--- src/rtl/pursuit_y_mem_responder_pkg.sv ---
// Shared constants and types for the pursuit memory responders (y now, x and dict later).
package pursuit_y_mem_responder_pkg;

    localparam int SIGNAL_SIZE_DEFAULT = 64;
    localparam int SIGNAL_ADDR_WIDTH   = 10;
    localparam int DATA_BUS_WIDTH      = 8;
    localparam int Y_LEN_WIDTH         = SIGNAL_ADDR_WIDTH + 1;

    typedef enum logic [1:0] {
        IDLE = 2'd0,
        LOAD = 2'd1,
        DUMP = 2'd2
    } pursuit_mem_state_t;

endpackage

--- src/rtl/pursuit_y_mem_responder_reg_ram.sv ---
// DEPTH x DATA_W register array: one synchronous write port, two combinational read ports.
module pursuit_reg_ram #(
    parameter int DEPTH  = 64,
    parameter int DATA_W = 8,
    parameter int IDX_W  = 6
) (
    input  logic              clk,
    input  logic              we,
    input  logic [IDX_W-1:0]  waddr,
    input  logic [DATA_W-1:0] wdata,
    input  logic [IDX_W-1:0]  raddr_a,
    output logic [DATA_W-1:0] rdata_a,
    input  logic [IDX_W-1:0]  raddr_b,
    output logic [DATA_W-1:0] rdata_b
);
    logic [DATA_W-1:0] mem_r [DEPTH];

    // Storage is deliberately not reset so partially loaded data survives an abort.
    always_ff @(posedge clk) begin
        if (we) begin
            mem_r[waddr] <= wdata;
        end
    end

    assign rdata_a = mem_r[raddr_a];
    assign rdata_b = mem_r[raddr_b];

endmodule

--- src/rtl/pursuit_y_mem_responder.sv ---
// y-vector memory responder: engine read/write port while IDLE, host load/dump streams otherwise.
module pursuit_y_mem_responder
    import pursuit_y_mem_responder_pkg::*;
#(
    parameter int DEPTH  = SIGNAL_SIZE_DEFAULT,
    parameter int ADDR_W = SIGNAL_ADDR_WIDTH,
    parameter int DATA_W = DATA_BUS_WIDTH
) (
    input  logic              clk,
    input  logic              rst_n,
    input  logic              bus_we,
    input  logic [ADDR_W-1:0] bus_raddr,
    input  logic [ADDR_W-1:0] bus_waddr,
    input  logic [DATA_W-1:0] bus_wdata,
    output logic [DATA_W-1:0] bus_rdata,
    output logic              bus_grant,
    input  logic              ld_start,
    input  logic [ADDR_W:0]   ld_len,
    input  logic              ld_valid,
    output logic              ld_ready,
    input  logic [DATA_W-1:0] ld_data,
    input  logic              dump_start,
    output logic              dump_valid,
    input  logic              dump_ready,
    output logic [DATA_W-1:0] dump_data,
    output logic              dump_last,
    output logic              done,
    output logic              oor_err,
    input  logic              err_clr
);
    localparam int LEN_W = ADDR_W + 1;
    localparam int IDX_W = (DEPTH > 1) ? $clog2(DEPTH) : 1;
    localparam logic [LEN_W-1:0] DEPTH_L = LEN_W'(DEPTH);
    localparam logic [LEN_W-1:0] ONE_L   = LEN_W'(1);

    pursuit_mem_state_t state_r, state_nxt_s;
    logic [LEN_W-1:0]  ptr_r, ptr_nxt_s, len_r, len_nxt_s;
    logic [LEN_W-1:0]  ptr_inc_s, last_idx_s, start_len_s;
    logic              idle_s, rd_oor_s, wr_oor_s, go_load_s, go_dump_s;
    logic              ld_beat_s, ld_last_s, dump_beat_s, dump_fin_s;
    logic              ram_we_s;
    logic [IDX_W-1:0]  ram_waddr_s, dump_idx_s;
    logic [DATA_W-1:0] ram_wdata_s, eng_rd_s, dump_rd_s;
    logic [DATA_W-1:0] bus_rdata_r, bus_rdata_nxt_s, dump_data_r, dump_data_nxt_s;
    logic              bus_grant_r, bus_grant_nxt_s, ld_ready_r, ld_ready_nxt_s;
    logic              dump_valid_r, dump_valid_nxt_s, dump_last_r, dump_last_nxt_s;
    logic              done_r, done_nxt_s, oor_err_r, oor_err_nxt_s;

    assign idle_s      = (state_r == IDLE);
    assign rd_oor_s    = ({1'b0, bus_raddr} >= DEPTH_L);
    assign wr_oor_s    = bus_we && ({1'b0, bus_waddr} >= DEPTH_L);
    assign start_len_s = (ld_len > DEPTH_L) ? DEPTH_L : ld_len;
    assign go_load_s   = idle_s && ld_start && (ld_len != '0);
    assign go_dump_s   = idle_s && !go_load_s && dump_start && (ld_len != '0);
    assign ptr_inc_s   = ptr_r + ONE_L;
    assign last_idx_s  = len_r - ONE_L;
    assign ld_beat_s   = (state_r == LOAD) && ld_valid;
    assign ld_last_s   = ld_beat_s && (ptr_r == last_idx_s);
    assign dump_beat_s = (state_r == DUMP) && dump_valid_r && dump_ready;
    assign dump_fin_s  = dump_beat_s && (ptr_r == last_idx_s);
    // Dump port pre-reads the next sample so a handshake can advance every cycle.
    assign dump_idx_s  = (state_r == DUMP) ? ptr_inc_s[IDX_W-1:0] : '0;

    pursuit_reg_ram #(
        .DEPTH  (DEPTH),
        .DATA_W (DATA_W),
        .IDX_W  (IDX_W)
    ) u_ram (
        .clk     (clk),
        .we      (ram_we_s),
        .waddr   (ram_waddr_s),
        .wdata   (ram_wdata_s),
        .raddr_a (bus_raddr[IDX_W-1:0]),
        .rdata_a (eng_rd_s),
        .raddr_b (dump_idx_s),
        .rdata_b (dump_rd_s)
    );

    // Write-port arbitration: engine only while IDLE, load stream only while LOAD.
    always_comb begin
        ram_we_s    = 1'b0;
        ram_waddr_s = '0;
        ram_wdata_s = '0;
        if (idle_s && bus_we && !wr_oor_s) begin
            ram_we_s    = 1'b1;
            ram_waddr_s = bus_waddr[IDX_W-1:0];
            ram_wdata_s = bus_wdata;
        end else if (ld_beat_s) begin
            ram_we_s    = 1'b1;
            ram_waddr_s = ptr_r[IDX_W-1:0];
            ram_wdata_s = ld_data;
        end else begin
            ram_we_s    = 1'b0;
        end
    end

    // State register.
    always_ff @(posedge clk or negedge rst_n) begin
        if (!rst_n) begin
            state_r <= IDLE;
        end else begin
            state_r <= state_nxt_s;
        end
    end

    // Next-state logic; LOAD takes priority over DUMP on simultaneous starts.
    always_comb begin
        state_nxt_s = state_r;
        case (state_r)
            IDLE: begin
                if (go_load_s) begin
                    state_nxt_s = LOAD;
                end else if (go_dump_s) begin
                    state_nxt_s = DUMP;
                end else begin
                    state_nxt_s = IDLE;
                end
            end
            LOAD:    state_nxt_s = ld_last_s  ? IDLE : LOAD;
            DUMP:    state_nxt_s = dump_fin_s ? IDLE : DUMP;
            default: state_nxt_s = IDLE;
        endcase
    end

    // Output and datapath next values; every output leaves the block registered.
    always_comb begin
        bus_grant_nxt_s  = (state_nxt_s == IDLE);
        ld_ready_nxt_s   = (state_nxt_s == LOAD);
        done_nxt_s       = ld_last_s | dump_fin_s;
        bus_rdata_nxt_s  = bus_rdata_r;
        oor_err_nxt_s    = oor_err_r;
        dump_valid_nxt_s = dump_valid_r;
        dump_data_nxt_s  = dump_data_r;
        dump_last_nxt_s  = dump_last_r;
        ptr_nxt_s        = ptr_r;
        len_nxt_s        = len_r;

        if (idle_s) begin
            bus_rdata_nxt_s = rd_oor_s ? '0 : eng_rd_s;
        end else begin
            bus_rdata_nxt_s = bus_rdata_r;
        end

        // A fresh error outranks a clear in the same cycle.
        if (idle_s && (rd_oor_s || wr_oor_s)) begin
            oor_err_nxt_s = 1'b1;
        end else if (err_clr) begin
            oor_err_nxt_s = 1'b0;
        end else begin
            oor_err_nxt_s = oor_err_r;
        end

        if (go_load_s || go_dump_s) begin
            ptr_nxt_s = '0;
            len_nxt_s = start_len_s;
        end else if (ld_beat_s || dump_beat_s) begin
            ptr_nxt_s = ptr_inc_s;
        end else begin
            ptr_nxt_s = ptr_r;
        end

        if (go_dump_s) begin
            dump_valid_nxt_s = 1'b1;
            dump_data_nxt_s  = dump_rd_s;
            dump_last_nxt_s  = (start_len_s == ONE_L);
        end else if (dump_fin_s) begin
            dump_valid_nxt_s = 1'b0;
            dump_last_nxt_s  = 1'b0;
        end else if (dump_beat_s) begin
            dump_data_nxt_s  = dump_rd_s;
            dump_last_nxt_s  = (ptr_inc_s == last_idx_s);
        end else begin
            dump_valid_nxt_s = dump_valid_r;
        end
    end

    // Output and pointer registers.
    always_ff @(posedge clk or negedge rst_n) begin
        if (!rst_n) begin
            bus_rdata_r  <= '0;
            bus_grant_r  <= 1'b1;
            ld_ready_r   <= 1'b0;
            dump_valid_r <= 1'b0;
            dump_data_r  <= '0;
            dump_last_r  <= 1'b0;
            done_r       <= 1'b0;
            oor_err_r    <= 1'b0;
            ptr_r        <= '0;
            len_r        <= '0;
        end else begin
            bus_rdata_r  <= bus_rdata_nxt_s;
            bus_grant_r  <= bus_grant_nxt_s;
            ld_ready_r   <= ld_ready_nxt_s;
            dump_valid_r <= dump_valid_nxt_s;
            dump_data_r  <= dump_data_nxt_s;
            dump_last_r  <= dump_last_nxt_s;
            done_r       <= done_nxt_s;
            oor_err_r    <= oor_err_nxt_s;
            ptr_r        <= ptr_nxt_s;
            len_r        <= len_nxt_s;
        end
    end

    assign bus_rdata  = bus_rdata_r;
    assign bus_grant  = bus_grant_r;
    assign ld_ready   = ld_ready_r;
    assign dump_valid = dump_valid_r;
    assign dump_data  = dump_data_r;
    assign dump_last  = dump_last_r;
    assign done       = done_r;
    assign oor_err    = oor_err_r;

endmodule
--- config.mk ---
export PLATFORM = sky130hd
export DESIGN_NAME = pursuit_y_mem_responder
export DESIGN_NICKNAME = d
export VERILOG_FILES = /design/src/rtl/pursuit_y_mem_responder_pkg.sv /design/src/rtl/pursuit_y_mem_responder_reg_ram.sv /design/src/rtl/pursuit_y_mem_responder.sv
export SDC_FILE = /design/constraint.sdc
export NUM_CORES = 1
export LEC_CHECK = 0
export BUFFER_PORTS_ARGS = -buffer_cell sky130_fd_sc_hd__buf_2
export CAP_MARGIN = 30
export CORE_MARGIN = 2
export CORE_UTILIZATION = 55
export DETAILED_ROUTE_END_ITERATION = 10
export PLACE_DENSITY = 0.74
export RECOVER_POWER = 100
export REMOVE_ABC_BUFFERS = 1
export SYNTH_ARGS = -nofsm -noshare
export SYNTH_HDL_FRONTEND = slang
export SYNTH_SLANG_ARGS = --single-unit
--- constraint.sdc ---
create_clock -name clk -period 2.92 [get_ports clk]
set_input_delay 0.876 -clock clk [delete_from_list [all_inputs] [get_ports clk]]
set_output_delay 0.876 -clock clk [all_outputs]
set_load 0.05 [all_outputs]
======== Yosys cells after proc, flatten, opt, wreduce, memory -nomap -nowiden ========
Memories as Yosys holds them, arrays and structs flattened.
Index checks and enable logic that the tools add are counted.
cells by class
  reductions and logical operators ........ 28
  add/subtract/negate cells ............... 2
  $lt $le $gt $ge ......................... 3
  mux-type cells .......................... 28
  bitwise gates (word level) .............. 1
  equality and inequality tests ........... 7
operators by type and width
  operator                                                         number
  two-way mux 8 bit                                                6
  two-way mux 11 bit                                               3
  == test 11 bit                                                   2
  >= comparator 10 x 7 -> 1 bit (second input constant)            2
  two-way mux 6 bit                                                3
  logical AND 1 bit                                                14
  two-way mux 1 bit                                                12
  adder 11 x 1 -> 11 bit (second input constant)                   1
  == test 11 x 1 -> 1 bit (second input constant)                  1
  greater-than comparator 11 x 7 -> 1 bit (second input constant)  1
  nonzero test 11 bit                                              1
  subtractor 11 x 1 -> 11 bit (second input constant)              1
  nonzero test 2 bit                                               4
  two-way mux 2 bit                                                3
  one-hot mux 2 bit (3 select lines)                               1
  == test 2 x 1 -> 1 bit (second input constant)                   2
  zero test 2 bit                                                  2
  logical OR 1 bit                                                 3
  nonzero test 3 bit                                               1
  == test 2 bit (second input constant)                            1
  zero test 1 bit                                                  2
  != test 2 bit (second input constant)                            1
  AND reduction 2 bit                                              1
  bitwise OR 1 bit                                                 1
storage, ports and cells
  memories ................................ 1
  logic and storage cells ................. 81
  flip-flop bits (word level) ............. 46
  memory bits (writable) .................. 512
memories
  name         depth  width  read ports  clocked after Yosys merged registers in  write ports  RTL line                               RTL
  u_ram.mem_r  64     8      2           0                                        1            pursuit_y_mem_responder_reg_ram.sv:16  logic [DATA_W-1:0] mem_r [DEPTH];

======== Longest topological paths before layout ========
  depth after elaboration ................. 11
  mapped depth ............................ 13
  gate-level depth less buffers ........... 9

======== Modules after synthesis ========
Synthesis repeated with hierarchy kept, for this count alone.
unflattened totals
  cells, all modules ...................... 1,497
  area total of the unflattened synthesis .. 26,775.7 µm²
by module, submodules not included
  module                   cells an instance  area an instance (µm²)  sequential area each (µm²)  instances
  pursuit_reg_ram          1,195              23,954.2                15,374.7                    1
  pursuit_y_mem_responder  302                2,821.5                 1,152.4                     1

======== Least setup slack after synthesis ========
OpenSTA, ideal clock, no wires.
  path type ............................... input -> register
  start point ............................. input bus_waddr[9]
  end point ............................... memory u_ram.mem_r[0][0], data pin
  buffers on the path ..................... 2
  arrival time ............................ 2,846 ps
  setup slack ............................. -292 ps
  required time ........................... 2,554 ps
  stages .................................. 5
  library setup time ...................... 366 ps
  cells stage by stage .................... nor4_1 -> and3_1 -> clkbuf_1 -> clkbuf_1 -> a22o_1
between the ends
  cells in the longest elaborated chain, start to end .. 5
RTL lines
  what                           RTL line                               RTL
  start, declared                pursuit_y_mem_responder.sv:13          input logic [ADDR_W-1:0] bus_waddr,
  >= comparator 10 x 7 -> 1 bit  pursuit_y_mem_responder.sv:51          assign wr_oor_s = bus_we && ({1'b0, bus_waddr} >= DEPTH_L);
  logical AND 1 bit              pursuit_y_mem_responder.sv:51
  zero test 1 bit                pursuit_y_mem_responder.sv:84          if (idle_s && bus_we && !wr_oor_s) begin
  logical AND 1 bit              pursuit_y_mem_responder.sv:84
  two-way mux 8 bit              pursuit_y_mem_responder.sv:84
  net ram_wdata_s[0]             pursuit_y_mem_responder.sv:43          logic [DATA_W-1:0] ram_wdata_s, eng_rd_s, dump_rd_s;
  end, declared                  pursuit_y_mem_responder_reg_ram.sv:16
The timed path passes the listed nets, and every way through them passes these cells.

======== Worst setup path after layout ========
  start point ............................. register ptr_r[0]
  end point ............................... register dump_data_r[0] (netlist: dump_data[0])
between the ends
  cells in the longest elaborated chain, start to end .. 6
  elaborated cells between the ends (all ways) .. 10
RTL lines
  what                      RTL line                        RTL
  start, declared           pursuit_y_mem_responder.sv:37   logic [LEN_W-1:0] ptr_r, ptr_nxt_s, len_r, len_nxt_s;
  start signal, assigned    pursuit_y_mem_responder.sv:199  ptr_r <= ptr_nxt_s;
  adder 11 x 1 -> 11 bit    pursuit_y_mem_responder.sv:55   assign ptr_inc_s = ptr_r + ONE_L;
  two-way mux 6 bit         pursuit_y_mem_responder.sv:62   assign dump_idx_s = (state_r == DUMP) ? ptr_inc_s[IDX_W-1:0] : '0;
  memory read (64 x 8 bit)  --
  two-way mux 8 bit         pursuit_y_mem_responder.sv:169  end else if (dump_beat_s) begin
  two-way mux 8 bit         pursuit_y_mem_responder.sv:166  end else if (dump_fin_s) begin
  two-way mux 8 bit         pursuit_y_mem_responder.sv:162  if (go_dump_s) begin
  end signal, assigned      pursuit_y_mem_responder.sv:195  dump_data_r <= dump_data_nxt_s;
  end, declared             pursuit_y_mem_responder.sv:44   logic [DATA_W-1:0] bus_rdata_r, bus_rdata_nxt_s, dump_data_r, dump_data_nxt_s;
Parallel ways exist; a longest one is shown, timed or not. The select of a mux whose other input is x is not followed.
A chain may end at the register's enable or synchronous reset.

==> out/metrics.cfg <==
[power]
p_int_mw = 17.5
p_clk_share_pct = 32.0
vdd_drop_max_mv = 0.660
power_frac_seq_pct = 36.7
p_switching_mw = 8.62
p_leak_nw = 11.6
comb_power_share_pct = 31.2
p_per_area_nw_per_um2 = 780
swShare_pct = 33.0

[synth]
synth-seq-cells = 558
synth.avg_cell_area_um2 = 14.7
syn_area_um2 = 27500
ys_seq_area_share_pct = 60.0
yosys_warnings = 0
synth.distinct_cells = 86
synth_cells = 1870
async_reset_ff_share_pct = 8.24
synth_flop_cell = edfxtp_1
synth_edf_count = 512

[placement]
place_ws_ns = -0.276
gp_congestion = 0.987
io_buffers = 76
post-place-cells = 2775
dp_hpwl_um = 64800

[cells_and_area]
stdcell_count = 2909
syn_to_final_growth_pct = 21.3
layout_commonest_cell = edfxtp_1
drive_gt1_share_pct = 33.3
multi_input_area_um2 = 10600
postLayoutCoreUtil_pct = 68.0
fillers = 3375
antenna_cells = 0
seq_area_um2 = 16500
layout_common_cells = edfxtp_1, buf_4, mux4_2
nets = 2251

[route]
avgViaCountPerCell = 7.15
ant_nets = 0
wl_per_cell_um = 32.7
drc = 0
firstDrtPassIters = 6
wl_um = 95200
vias = 20800
drtIter0Drc = 3481

[timing]
finalMaxSlewViolations = 24
fin_skew_ns = 0.0202
timing.final.crit_share_pct = 100
whs_ns = 0.0318
setup_viol = 1
fin_tns_setup_ns = -0.000794
hold_viol = 0
timing.final.crit_period_ns = 2.92
worst_slew_pin_slew_ns = 1.52
clock.fmax_mhz = 342
relSlewSlack_pct = -1.61
fin_ws_ns = -0.000794

[worst_setup_path]
cp.arrival_ns = 3.45
worst_setup_path_start_kind = flop
cp_top_family = compound AO/OA/AOI/OAI gates
reg2reg_from = ptr_r[0]
cp-end-kind = flop
cpPeakStageDelay_ns = 0.50
cp-startpoint = ptr_r[0]
path_depth = 9
rr_worst_depth = 9
path_buf_inv = 2
cp-endpoint = dump_data[0]
critical_path_class = reg2reg
critPathSlowestCell = dfrtp_4
required_ns = 3.45
regToRegEndpoint = dump_data[0]
critPathMaxFanout = 12
rrSetupSlack_ns = -0.0008
cp_cell_sequence = ha_4 -> buf_12 -> and3b_4 -> buf_4 -> o21ai_1 -> a221oi_2 -> nor3_4 -> a211o_1 -> mux2_4

[clock_tree]
cts_tree = done
clk_latency_ns = 0.65
clk_path_buf_depth = 3
path_clk_slew_ns = 0.06
clockRootBuffer = clkbuf_16
cts_htree_levels = 2
hold_buffers = 0
cts.sinks = 558
cts_made_buffers = 59

[global_routing]
antenna_found_initial = 0
grt_remaining_overflow = 0
grt_usage_pct = 36.4
grt_pass1_vias = 20400
grt_max_degree = 65
grt_pass1_wl_um = 137000

[die]
die_height_um = 228
die_area_um2 = 51900
die_x_um = 228
initial_core_util_pct = 56.0
coreArea_um2 = 49200
pin_count = 77
rows = 81

[run_status]
violations = capacitance limit, slew limit, setup timing
outcome = finished with violations

[run]
cap_violations = 1

[min_path]
hp-class = in2async

## how the worst min path moves through the flow
| stage | cells after the start | to | slack (ns) | start |
|---|---|---|---|---|
| detailed placement | 1 | len_r[10] | 0.51 | len_r[10] |
| floorplan | 1 | len_r[10] | 0.47 | len_r[10] |
| finish | 1 | done | 0.03 | rst_n |
| global placement | 1 | len_r[10] | 0.50 | len_r[10] |
| global route | 1 | done | 0.03 | rst_n |
| CTS | 1 | done | 0.005 | rst_n |
## sequential cells by signal, indices dropped and copies added, names as in the netlist, 2 cells and up
signal / count
u_ram.mem_r: 512
state_r: 2
bus_rdata: 8
ptr_r: 11
dump_data: 8
len_r: 11
## repair_timing
action,CTS,global route
cloned,0,1
gates resized for setup,13,49
setup endpoints to repair,7,65
pin swaps,1,22
setup buffers,5,17
## stage by stage
stage | area, um^2 | power [mW]
3_5_place_dp | 31100 | 17.3
6_report | 33400 | 26.1
5_1_grt | 33400 | 26.7
4_1_cts | 33400 | 25.6
3_3_place_gp | 31100 | 17.1
2_1_floorplan | 26900 | 13.6
## metal layers
metal	share of wire [%]	wire [um]	track usage (%)
met1	36	34300	50.1
met2	44	41500	52.7
met3	15	14000	11.3
met4	5.7	5390	18.4
met5	0	0	0
## logic make-up after synthesis
kind of cell | share of synthesized area, %
AO/OA/AOI/OAI | 10.5
XOR/XNOR | 1.30
adder cells (fa/ha/maj) | 0.0909
buffers and inverters | 2.62
flip-flops | 60.0
multiplexers | 18.1
AND/OR/NAND/NOR | 7.40
## worst register-to-register path, delay by kind of cell, from the launching register on
family	cells	cell delay, ns
buffers and inverters	2	0.45
muxes	1	0.26
adders and majority gates	1	0.30
and+or+nand+nor	2	0.50
AOI/OAI and AO/OA	3	0.82
DFF	1	0.50
## power by group through the flow
stage / logic [mW] / clock network [mW] / registers, mW
finish: 8.14 / 8.36 / 9.57
global route: 8.48 / 8.69 / 9.58
floorplan: 3.53 / 0 / 10.1
detailed placement: 7.60 / 0 / 9.69
CTS: 7.72 / 8.39 / 9.53
global placement: 7.46 / 0 / 9.68
## synthesized netlist by cell type, types with 18 or more instances
master | n | share of area [%]
mux2i_1 | 68 | 2.5
a21oi_1 | 74 | 1.3
nor2_1 | 116 | 1.6
xnor2_1 | 18 | 0.57
dfrtp_1 | 45 | 4.1
mux2_2 | 28 | 1.1
mux4_2 | 175 | 14
a22o_1 | 21 | 0.67
o21ai_0 | 68 | 1.2
nand2b_1 | 19 | 0.43
edfxtp_1 | 512 | 56
a211oi_1 | 41 | 1.1
nand3_1 | 35 | 0.64
clkbuf_1 | 66 | 0.90
nor3_1 | 27 | 0.49
o221ai_1 | 36 | 1.1
a221oi_1 | 24 | 0.76
o22ai_1 | 47 | 1.1
buf_2 | 52 | 0.95
nand2_1 | 139 | 1.9
## layout make-up
cell class | instances | area share, %
multi-input cells | 1153 | 31.7
inverters | 14 | 0.180
repair buffers | 408 | 9.68
well taps | 664 | 2.49
clock buffers | 71 | 4.67
flip-flops and latches | 558 | 49.5
clock inverters | 41 | 1.80
Power figures use the tool's default switching activity.
